## config.mk

```make
export PLATFORM = sky130hd
export DESIGN_NAME = crc_frame_rx_flat
export DESIGN_NICKNAME = d
export VERILOG_FILES = /design/src/rtl/crc_frame_rx_if.sv /design/src/rtl/crc_frame_rx.sv /design/src/flat_wrapper.sv
export SDC_FILE = /design/constraint.sdc
export NUM_CORES = 1
export LEC_CHECK = 0
export ABC_CLOCK_PERIOD_IN_PS = 6600
export CORE_ASPECT_RATIO = 1.2
export CORE_UTILIZATION = 55
export CTS_BUF_LIST = sky130_fd_sc_hd__clkbuf_2 sky130_fd_sc_hd__clkbuf_4 sky130_fd_sc_hd__clkbuf_8
export DETAILED_ROUTE_END_ITERATION = 10
export PLACE_DENSITY = 0.86
export REMOVE_ABC_BUFFERS = 1
export SETUP_SLACK_MARGIN = 0.15
export SKIP_LAST_GASP = 1
export SYNTH_ARGS = -nofsm -noshare
export SYNTH_HDL_FRONTEND = slang
export SYNTH_SLANG_ARGS = --single-unit
```

## constraint.sdc

```tcl
create_clock -name clk -period 6.6 [get_ports clk]
set_input_delay 0.99 -clock clk [delete_from_list [all_inputs] [get_ports clk]]
set_output_delay 0.99 -clock clk [all_outputs]
set_load 0.1 [all_outputs]
```

## src/rtl/crc_frame_rx_if.sv

```systemverilog
// Byte-stream input and frame output handshake bundle for crc_frame_rx.
// slave is the receiver side; master is the producer/consumer environment.
interface crc_frame_rx_if #(
  parameter int PAYLOAD_BYTES = 5
) ();
  localparam int PW = 8 * PAYLOAD_BYTES;

  logic          in_valid;
  logic [7:0]    in_data;
  logic          in_sof;
  logic          in_ready;
  logic          out_valid;
  logic [PW-1:0] out_payload;
  logic          out_crc_ok;
  logic          out_ready;

  modport slave (
    input  in_valid, in_data, in_sof, out_ready,
    output in_ready, out_valid, out_payload, out_crc_ok
  );

  modport master (
    output in_valid, in_data, in_sof, out_ready,
    input  in_ready, out_valid, out_payload, out_crc_ok
  );
endinterface

```

## src/rtl/crc_frame_rx.sv

```systemverilog
// Frame receiver: collects PAYLOAD_BYTES payload bytes plus one CRC-8 byte,
// checks the remainder and holds the frame until the consumer takes it.
module crc_frame_rx #(
  parameter int          PAYLOAD_BYTES = 5,
  parameter logic [7:0]  DIVISOR       = 8'b0000_0111
) (
  input  logic           clk,
  input  logic           rst_n,
  crc_frame_rx_if.slave  bus,
  output logic [7:0]     err_cnt,
  output logic [7:0]     resync_cnt
);
  localparam int PW = 8 * PAYLOAD_BYTES;
  localparam int CW = $clog2(PAYLOAD_BYTES + 1);
  localparam logic [CW-1:0] LAST_IDX = CW'(PAYLOAD_BYTES);

  typedef enum logic {COLLECT = 1'b0, HOLD = 1'b1} state_t;

  state_t        state_reg, state_next;
  logic [CW-1:0] byte_cnt_reg, byte_cnt_next;
  logic [7:0]    rem_reg, rem_next;
  logic [PW-1:0] payload_reg, payload_next;
  logic          crc_ok_reg, crc_ok_next;
  logic [7:0]    err_cnt_reg, err_cnt_next;
  logic [7:0]    resync_cnt_reg, resync_cnt_next;

  logic          accept;
  logic          restart;
  logic          last_byte;
  logic [CW-1:0] byte_idx;
  logic [7:0]    rem_base;
  logic [7:0]    rem_upd;

  // One full byte of MSB-first polynomial division in a single step.
  function automatic logic [7:0] crc_byte(input logic [7:0] rem, input logic [7:0] data);
    logic [7:0] r;
    r = rem;
    for (int i = 7; i >= 0; i--) begin
      if (r[7]) r = {r[6:0], data[i]} ^ DIVISOR;
      else      r = {r[6:0], data[i]};
    end
    return r;
  endfunction

  // A start-of-frame mid-frame re-bases the byte as index 0 with a fresh remainder.
  always_comb begin
    accept    = (state_reg == COLLECT) && bus.in_valid;
    restart   = accept && bus.in_sof && (byte_cnt_reg != '0);
    byte_idx  = restart ? '0 : byte_cnt_reg;
    rem_base  = restart ? 8'h00 : rem_reg;
    rem_upd   = crc_byte(rem_base, bus.in_data);
    last_byte = (byte_idx == LAST_IDX);
  end

  always_comb begin
    state_next    = state_reg;
    bus.in_ready  = 1'b0;
    bus.out_valid = 1'b0;
    case (state_reg)
      COLLECT: begin
        bus.in_ready = 1'b1;
        if (accept && last_byte) state_next = HOLD;
      end
      HOLD: begin
        bus.out_valid = 1'b1;
        if (bus.out_ready) state_next = COLLECT;
      end
      default: state_next = COLLECT;
    endcase
  end

  always_comb begin
    byte_cnt_next   = byte_cnt_reg;
    rem_next        = rem_reg;
    payload_next    = payload_reg;
    crc_ok_next     = crc_ok_reg;
    err_cnt_next    = err_cnt_reg;
    resync_cnt_next = resync_cnt_reg;
    if (accept) begin
      if (restart && (resync_cnt_reg != 8'hFF)) resync_cnt_next = resync_cnt_reg + 8'd1;
      if (last_byte) begin
        crc_ok_next   = (rem_upd == 8'h00);
        byte_cnt_next = '0;
        rem_next      = 8'h00;
        if ((rem_upd != 8'h00) && (err_cnt_reg != 8'hFF)) err_cnt_next = err_cnt_reg + 8'd1;
      end else begin
        payload_next  = (payload_reg << 8) | PW'(bus.in_data);
        byte_cnt_next = byte_idx + CW'(1);
        rem_next      = rem_upd;
      end
    end
  end

  always_ff @(posedge clk or negedge rst_n) begin
    if (!rst_n) state_reg <= COLLECT;
    else        state_reg <= state_next;
  end

  always_ff @(posedge clk or negedge rst_n) begin
    if (!rst_n) begin
      byte_cnt_reg   <= '0;
      rem_reg        <= 8'h00;
      payload_reg    <= '0;
      crc_ok_reg     <= 1'b0;
      err_cnt_reg    <= 8'h00;
      resync_cnt_reg <= 8'h00;
    end else begin
      byte_cnt_reg   <= byte_cnt_next;
      rem_reg        <= rem_next;
      payload_reg    <= payload_next;
      crc_ok_reg     <= crc_ok_next;
      err_cnt_reg    <= err_cnt_next;
      resync_cnt_reg <= resync_cnt_next;
    end
  end

  assign bus.out_payload = payload_reg;
  assign bus.out_crc_ok  = crc_ok_reg;
  assign err_cnt         = err_cnt_reg;
  assign resync_cnt      = resync_cnt_reg;
endmodule

```

## src/flat_wrapper.sv

```systemverilog
// flat-port wrapper written by rule: the top's interface ports become plain ports
module crc_frame_rx_flat 
#(
  parameter int          PAYLOAD_BYTES = 5,
  parameter logic [7:0]  DIVISOR       = 8'b0000_0111
)
  (clk, rst_n, err_cnt, resync_cnt, bus_in_valid, bus_in_data, bus_in_sof, bus_out_ready, bus_in_ready, bus_out_valid, bus_out_payload, bus_out_crc_ok);
  crc_frame_rx_if #(.PAYLOAD_BYTES(PAYLOAD_BYTES)) bus_i ();
  input  logic clk;
  input  logic rst_n;
  output logic [7:0] err_cnt;
  output logic [7:0] resync_cnt;
  input wire logic [$bits(bus_i.in_valid)-1:0] bus_in_valid;
  input wire logic [$bits(bus_i.in_data)-1:0] bus_in_data;
  input wire logic [$bits(bus_i.in_sof)-1:0] bus_in_sof;
  input wire logic [$bits(bus_i.out_ready)-1:0] bus_out_ready;
  output wire logic [$bits(bus_i.in_ready)-1:0] bus_in_ready;
  output wire logic [$bits(bus_i.out_valid)-1:0] bus_out_valid;
  output wire logic [$bits(bus_i.out_payload)-1:0] bus_out_payload;
  output wire logic [$bits(bus_i.out_crc_ok)-1:0] bus_out_crc_ok;
  assign bus_i.in_valid = bus_in_valid;
  assign bus_i.in_data = bus_in_data;
  assign bus_i.in_sof = bus_in_sof;
  assign bus_i.out_ready = bus_out_ready;
  assign bus_in_ready = bus_i.in_ready;
  assign bus_out_valid = bus_i.out_valid;
  assign bus_out_payload = bus_i.out_payload;
  assign bus_out_crc_ok = bus_i.out_crc_ok;
  crc_frame_rx #(.PAYLOAD_BYTES(PAYLOAD_BYTES), .DIVISOR(DIVISOR)) u_core (.clk(clk), .rst_n(rst_n), .bus(bus_i), .err_cnt(err_cnt), .resync_cnt(resync_cnt));
endmodule
```

Yosys cells after proc, flatten, opt, wreduce, memory -nomap -nowiden
Cells that the tools add are included.
Storage, ports and cells
  output and inout bits: 59
  input port bits: 13
  bits in registers: 69
Cells by class
  add/subtract/negate cells: 3
  bitwise gates (word level): 11
  eq/ne operators: 3
  reduce and logical (&&, ||, !) cells: 13
  muxes and demuxes: 17
Operators with widths (number)
  $or A40 B8 Y40: 1
  $mux W3: 10
  $not A3 Y3: 8
  $add A8 B1 Y8 const B: 2
  $mux W8: 2
  $ne A8 B8 Y1 const B: 2
  $logic_not A8 Y1: 1
  $reduce_bool A8 Y1: 1
  $logic_and A1 B1 Y1: 6
  $reduce_and A2 Y1: 3
  $mux W1: 4
  $add A3 B1 Y3 const B: 1
  $eq A3 B3 Y1 const B: 1
  $reduce_and A3 Y1: 1
  $reduce_bool A3 Y1: 1
  $not A1 Y1: 2
  $pmux W1 S2: 1

Depth between registers and ports, before layout
Gate-level depths: netlist of run 1.
  depth in word-level cells: 24
  gate-level depth with buffers: 9

Worst setup path before layout of run 1
No wires, ideal clock.
  path kind: register -> register
  start point: register u_core.state_reg
  end point: register u_core.payload_reg[15], in the netlist u_core.bus.out_payload[15]
  library setup time: 0.126 ns
  stages on the path, launching flop included: 6
  data arrival time: 2.795 ns
  data required time: 6.474 ns
  path buffers: 1
  slack: 3.679 ns
  path through: dfrtp_1 -> inv_1 -> nand2_1 -> nor2_1 -> clkbuf_1 -> mux2_2
Between the ends
  longest elaborated chain between the ends: 8
Ends and longest elaborated chain
  start: declaration: line crc_frame_rx.sv:19  | state_t state_reg, state_next;
  start signal: assignment: line crc_frame_rx.sv:96  | else state_reg <= state_next;
  $not A1 Y1 (*): line crc_frame_rx.sv:47  | accept = (state_reg == COLLECT) && bus.in_valid;
  $logic_and A1 B1 Y1 (*): line crc_frame_rx.sv:47
  $logic_and A1 B1 Y1 (2 in a row): line crc_frame_rx.sv:48  | restart = accept && bus.in_sof && (byte_cnt_reg != '0);
  $mux W3: line crc_frame_rx.sv:49  | byte_idx = restart ? '0 : byte_cnt_reg;
  $eq A3 B3 Y1: line crc_frame_rx.sv:52  | last_byte = (byte_idx == LAST_IDX);
  $not A1 Y1 (no source line)
  $reduce_and A2 Y1 (no source line) (*)
  end signal: assignment: line crc_frame_rx.sv:110  | payload_reg <= payload_next;
  end: declaration: line crc_frame_rx.sv:22  | logic [PW-1:0] payload_reg, payload_next;
Mark *: on every way between the ends. The rest lies on a longest branch, timed or not.
A chain may end at the register's enable or synchronous reset.

Worst setup path after layout of run 1
  start point: input bus_in_valid
  end point: register u_core.err_cnt_reg[1], in the netlist u_core.err_cnt[1]
Between the ends
  longest elaborated chain between the ends: 12
  elaborated cells between the ends (all ways): 25
  classes of those cells: eq/ne (1); mux (10); bitwise (8); reduce/logical (6)
Ends and longest elaborated chain
  start: declaration: line flat_wrapper.sv:13  | input wire logic [$bits(bus_i.in_valid)-1:0] bus_in_valid;
  $logic_and A1 B1 Y1 (*): line crc_frame_rx.sv:47
  $logic_and A1 B1 Y1 (2 in a row): line crc_frame_rx.sv:48
  $mux W8: line crc_frame_rx.sv:50  | rem_base = restart ? 8'h00 : rem_reg;
  $not A3 Y3 (no source line) or $mux W3 (tied branches)
  $mux W3 or $not A3 Y3 (tied branches)
  $not A3 Y3 (no source line) or $mux W3 (tied branches)
  $mux W3 or $not A3 Y3 (tied branches)
  $mux W3: line crc_frame_rx.sv:39  | if (r[7]) r = {r[6:0], data[i]} ^ DIVISOR;
  $reduce_bool A8 Y1: line crc_frame_rx.sv:85  | if ((rem_upd != 8'h00) && (err_cnt_reg != 8'hFF)) err_cnt_next = err_cnt_reg + 8'd1;
  $logic_and A1 B1 Y1: line crc_frame_rx.sv:85
  $reduce_and A3 Y1 (no source line) (*)
  end signal: assignment: line crc_frame_rx.sv:112  | err_cnt_reg <= err_cnt_next;
  end: declaration: line crc_frame_rx.sv:24  | logic [7:0] err_cnt_reg, err_cnt_next;
Marks and branches as above.

==> results of run 1 <==
layout by cell type, fill, tap and decap left out, drive strengths merged, types with 2 or more instances in the layout:
cell type and n:
a21oi 12, o22ai 3, buf 3, o211ai 2
nand4 9, o21ai 14, dfrtp 69, xnor3 2
clkdlybuf4s50 70, and3 11, xnor2 24, clkbuf 13
a22o 2, ha 2, a31oi 2, a2bb2oi 2
nand3 10, nor2 10, mux2i 4, inv 6
or3 2, nor3 6, nand2 28, mux2 42
nor2b 3, xor2 4, a22oi 3
cell type report:
class | instances | area [um^2]
timing repair buffer | 73 | 720.7
sequential | 69 | 1727
clock buffer | 13 | 153.9
tap | 82 | 102.6
clock inverter | 2 | 35.03
inverter | 6 | 22.52
fill | 439 | 1652
multi-input combinational | 208 | 1599
critical path: cells and delay by family:
kind            cells  cell delay [ns]
mux                 1             0.32
simple gates        4             1.19
buf+inv             1             0.49
compound gates      2             0.43
layer usage:
metal | vias up | track usage | part of all wire
li1 | 1202 | - | -
met1 | 1209 | 0.2848 | 0.44
met3 | 13 | 0.04488 | 0.031
met5 | - | 0 | 0
met2 | 58 | 0.3678 | 0.51
met4 | 0 | 0.1259 | 0.021
kinds of logic (layout without fill, tap and decap cells):
group	count (synthesis)	after routing	synth area share
xor+xnor	31	31	0.09676
simple gates	84	84	0.1310
flops	69	69	0.5077
fa+ha+maj	2	2	0.007357
compound gates	45	45	0.08352
buf+inv	19	94	0.02281
mux	46	46	0.1508
path summary, 6_finish.rpt:
check,start,end,slack (ns),cells after the start
setup / recovery,bus_in_valid,u_core.err_cnt[1],3.39,8
hold / removal,u_core.bus.out_payload[33],u_core.bus.out_payload[33],0.51,1
setup reg to reg,u_core.byte_cnt_reg[1],u_core.err_cnt[1],4.13,7
hold reg to reg,u_core.bus.out_payload[33],u_core.bus.out_payload[33],0.51,1
max in group asynchronous,rst_n,u_core.err_cnt[7],5.20,2
min in group asynchronous,rst_n,u_core.bus.out_payload[14],0.84,2
through the flow:
stage,area [um^2],utilization,instances,hold WS [ns]
after global placement,4172,0.6939,438,0.4789
final,4360,0.7253,453,0.5077
after detailed placement,4172,0.6939,438,0.4794
after floorplan,3346,-,283,0.5283
after global routing,4360,0.7253,453,0.5183
after CTS,4360,0.7253,453,0.5001
==> flow_summary.yaml, run 1 <==
drt:
  drt_iter0_markers: 102
  drt_wl_total_um: 6638
  num_vias: 2482
  drcViolationCount: 0
  wire_per_inst_um: 14.65
  viasPerCell: 5.479
  dr.pass1.iters: 4
  ant_nets: 0
synth:
  synth.top_cell.area_share: 0.5077
  synth_edf_count: 0
  syn_inst: 296
  synth.top_cells.by_count: "dfrtp_1, mux2_2, nand2_1"
  synthTopCellsByArea: "dfrtp_1, mux2_2, xnor2_1"
  synth_cell_type_count: 43
  async_flop_share: 1.000
  ys_seq_area_frac: 0.5077
  synth_top_flop_cell: "dfrtp_1"
  ys_warn_count: 0
  synth-seq-cells: 69
  synth.most_common_cell: "dfrtp_1"
  synth_area_per_cell_um2: 11.49
  post_synth_instance_area_um2: 3401
  yosysTopAreaCell: "dfrtp_1"
clock_network:
  ctsResizeCount: 0
  cts_tree: "yes"
  h-tree-depth: 3
  cts_setup_buffers: 0
  numCtsBuffers: 9
  insertion_delay_ns: 0.34
  clock_path_buffers: 2
  cts-root-buf: "clkbuf_8"
  path_clk_slew_ns: 0.07
  hold_buffers: 0
  clock-sinks: 69
timing:
  setup_tns_ns: 0
  slew_headroom: 0.3183
  rsz0062_at_grt: "no"
  fin_skew_ns: 0.004898
  fin_crit_ns: 3.206
  finalSetupViolCount: 0
  tightest_slew_ns: 1.019
  hold_viol_final: 0
  maxSlewViolCount: 0
  min_period_over_period: 0.4858
  setup_slack_ns: 3.394
  clock.fmax_ghz: 0.3119
setup_path:
  crit_arrival_ns: 3.43
  cpPeakStageDelay_ns: 0.49
  cp-end-kind: "register"
  crit_required_ns: 6.83
  cp_max_fo: 13
  crit_chain: "clkdlybuf4s50_1 > nor2b_1 > and3_4 > a21oi_1 > o32ai_1 > nand4_4 > nand3_2 > mux2_1"
  critPathKind: "in -> reg"
  worst_path_max_delay_cell: "clkdlybuf4s50_1"
  startpoint_type: "input port"
grt:
  grt_pass1_vias: 2350
  overflow: 0
  grt_util_all_layers: 0.2271
  grt_antenna_before_repair: 0
  grt_pass1_wl_um: 11010
  grt_max_degree: 70
job:
  maxCapViolCount: 0
floorplan:
  core_um2: 6012
  dieWidth_um: 73.78
  ios: 72
  die_area_um2: 6503
  die_h_um: 88.14
  rows: 31
  initial_core_util: 0.5657
worst_hold_path:
  hp-class: "reg -> reg"
run_status:
  status: "completed"
finish:
  layout-drive-gt1-share: 0.1779
  nets: 382
  diodes: 0
  largest_reg_flops: 40
  area_growth_pct: 28.22
place:
  io_buffers: 71
  gp_congestion: 0.8820
  dp_hpwl_um: 4661
  place_ws_ns: 3.060
Power of run 1 is left out: the tool's default activity adds up to more than one toggle a clock period on the data nets, which glitch-free logic cannot reach.
==> inputs of run 2 (changes only) <==
--- a/config.mk
+++ b/config.mk
@@ -5,12 +5,12 @@
 export SDC_FILE = /design/constraint.sdc
 export NUM_CORES = 1
 export LEC_CHECK = 0
-export ABC_CLOCK_PERIOD_IN_PS = 6600
+export ABC_CLOCK_PERIOD_IN_PS = 2760
 export CORE_ASPECT_RATIO = 1.2
-export CORE_UTILIZATION = 55
+export CORE_UTILIZATION = 48
 export CTS_BUF_LIST = sky130_fd_sc_hd__clkbuf_2 sky130_fd_sc_hd__clkbuf_4 sky130_fd_sc_hd__clkbuf_8
 export DETAILED_ROUTE_END_ITERATION = 10
-export PLACE_DENSITY = 0.86
+export PLACE_DENSITY = 0.8
 export REMOVE_ABC_BUFFERS = 1
 export SETUP_SLACK_MARGIN = 0.15
 export SKIP_LAST_GASP = 1
==> constraint.sdc (replaced) <==
create_clock -name clk -period 2.76 [get_ports clk]
set_input_delay 0.414 -clock clk [delete_from_list [all_inputs] [get_ports clk]]
set_output_delay 0.414 -clock clk [all_outputs]
set_load 0.1 [all_outputs]
==> run 2 against run 1 <==
  * Count of clock-buffer cells in the layout decreased by 3
  * Sequential share of layout area increased by 0.55 points
  * Design area decreased by 1.4%
  * Critical path depth decreased by 1
  * Via count increased by 3.1%
  * Register-to-register slack got worse by 3.8 ns
  * Worst hold slack got worse by 0.50 ns
==> flow_summary.yaml, run 2 (same netlist as run 1, synthesis figures left out) <==
floorplan:
  initial_core_util: 0.4962
  ios: 72
  core_um2: 6854
  rows: 33
  dieWidth_um: 78.84
  die_area_um2: 7427
  die_h_um: 94.21
worst_hold_path:
  hp-class: "in -> async"
clock_network:
  ctsResizeCount: 0
  clock_path_buffers: 2
  cts_setup_buffers: 0
  numCtsBuffers: 9
  clock-sinks: 69
  cts-root-buf: "clkbuf_8"
  hold_buffers: 0
  insertion_delay_ns: 0.35
  path_clk_slew_ns: 0.07
  cts_tree: "yes"
  h-tree-depth: 3
timing:
  finalSetupViolCount: 0
  rsz0062_at_grt: "no"
  min_period_over_period: 0.8883
  maxSlewViolCount: 0
  fin_skew_ns: 0.008708
  slew_headroom: 0.6166
  clock.fmax_ghz: 0.4079
  setup_slack_ns: 0.3083
  hold_viol_final: 0
  fin_crit_ns: 2.452
  tightest_slew_ns: 0.5710
setup_path:
  cp-end-kind: "register"
  critPathKind: "reg -> reg"
  startpoint_type: "register"
  cp_max_fo: 13
  crit_arrival_ns: 2.68
  crit_required_ns: 2.99
finish:
  design_area_um2: 4300
  largest_reg_flops: 40
  mostFrequentLayoutCell: "dfrtp_1"
  nets: 389
  fill_cells: 589
  regArea_um2: 1727
  mostFrequentLayoutCells: "dfrtp_1, buf_4, mux2_2"
  layout-drive-gt1-share: 0.3509
  multi_input_area_um2: 1604
  area_growth_pct: 26.45
  diodes: 0
drt:
  ant_nets: 0
  drt_iter0_markers: 99
  dr.pass1.iters: 4
  viasPerCell: 5.494
  wire_per_inst_um: 14.49
  num_vias: 2560
  drt_wl_total_um: 6754
  drcViolationCount: 0
place:
  place_ws_ns: 0.1222
  dp_hpwl_um: 4890
  dpl_cell_area_um2: 4100
  io_buffers: 71
  gp_congestion: 0.8241
grt:
  overflow: 0
  grt_max_degree: 33
  grt_util_all_layers: 0.1927
  grt_pass1_wl_um: 10980
  grt_pass1_vias: 2420
  grt_antenna_before_repair: 0
run_status:
  status: "completed"
job:
  maxCapViolCount: 0
-- run 2: cell count changes in the layout (fill, tap and decap cells not counted), sizes merged --
cell | previous run | this run
clkinv | 1 | 5
clkbuf | 13 | 10
clkdlybuf4s50 | 70 | 11
buf | 3 | 69
-- run 2: per-stage QoR --
| stage | TNS, ns | hold WS [ns] | cells | util |
|---|---|---|---|---|
| floorplan | -39.61 | 0.1184 | 283 | - |
| global placement | 0 | 0.3856 | 450 | 0.5982 |
| detailed placement | 0 | 0.3932 | 450 | 0.5982 |
| CTS | 0 | 0.01049 | 466 | 0.6274 |
| global route | 0 | 0.04078 | 466 | 0.6274 |
| finish | 0 | 0.006753 | 466 | 0.6274 |
-- run 2: layout make-up --
| type | instances | share of cell area |
|---|---|---|
| clock buffer | 10 | 0.03200 |
| clock inverter | 6 | 0.01455 |
| inverter | 6 | 0.005237 |
| multi-input combinational | 208 | 0.3730 |
| sequential | 69 | 0.4015 |
| tap | 87 | 0.02531 |
| timing repair buffer | 80 | 0.1484 |
-- run 2: worst paths after layout --
kind	slack, ns	to	start	cells after the start
max in group asynchronous	2.04	u_core.rem_reg[1]	rst_n	2
worst max register to register	0.31	u_core.err_cnt[1]	u_core.byte_cnt_reg[1]	7
worst min register to register	0.49	u_core.err_cnt[4]	u_core.err_cnt[4]	1
worst min-delay path	0.007	u_core.resync_cnt[5]	rst_n	1
min in group clk	0.49	u_core.err_cnt[4]	u_core.err_cnt[4]	1
worst max-delay path	0.31	u_core.err_cnt[1]	u_core.byte_cnt_reg[1]	7
-- run 2: routing by layer --
layer,track usage,vias to the layer above,part of all wire
met3,0.03883,16,0.041
met2,0.3036,70,0.50
met1,0.2462,1260,0.43
met5,0,-,0
li1,-,1214,-
met4,0.1106,0,0.027
-- run 2: critical path: stages (launching register included) --
cell and delay (ns):
dfrtp_1 0.42, or3_1 0.46, and3_4 0.27, a221o_1 0.37, o21ai_2 0.16, nand4_4 0.19, nand3_2 0.16, mux2_1 0.32
Power of run 2 is left out for the same reason.
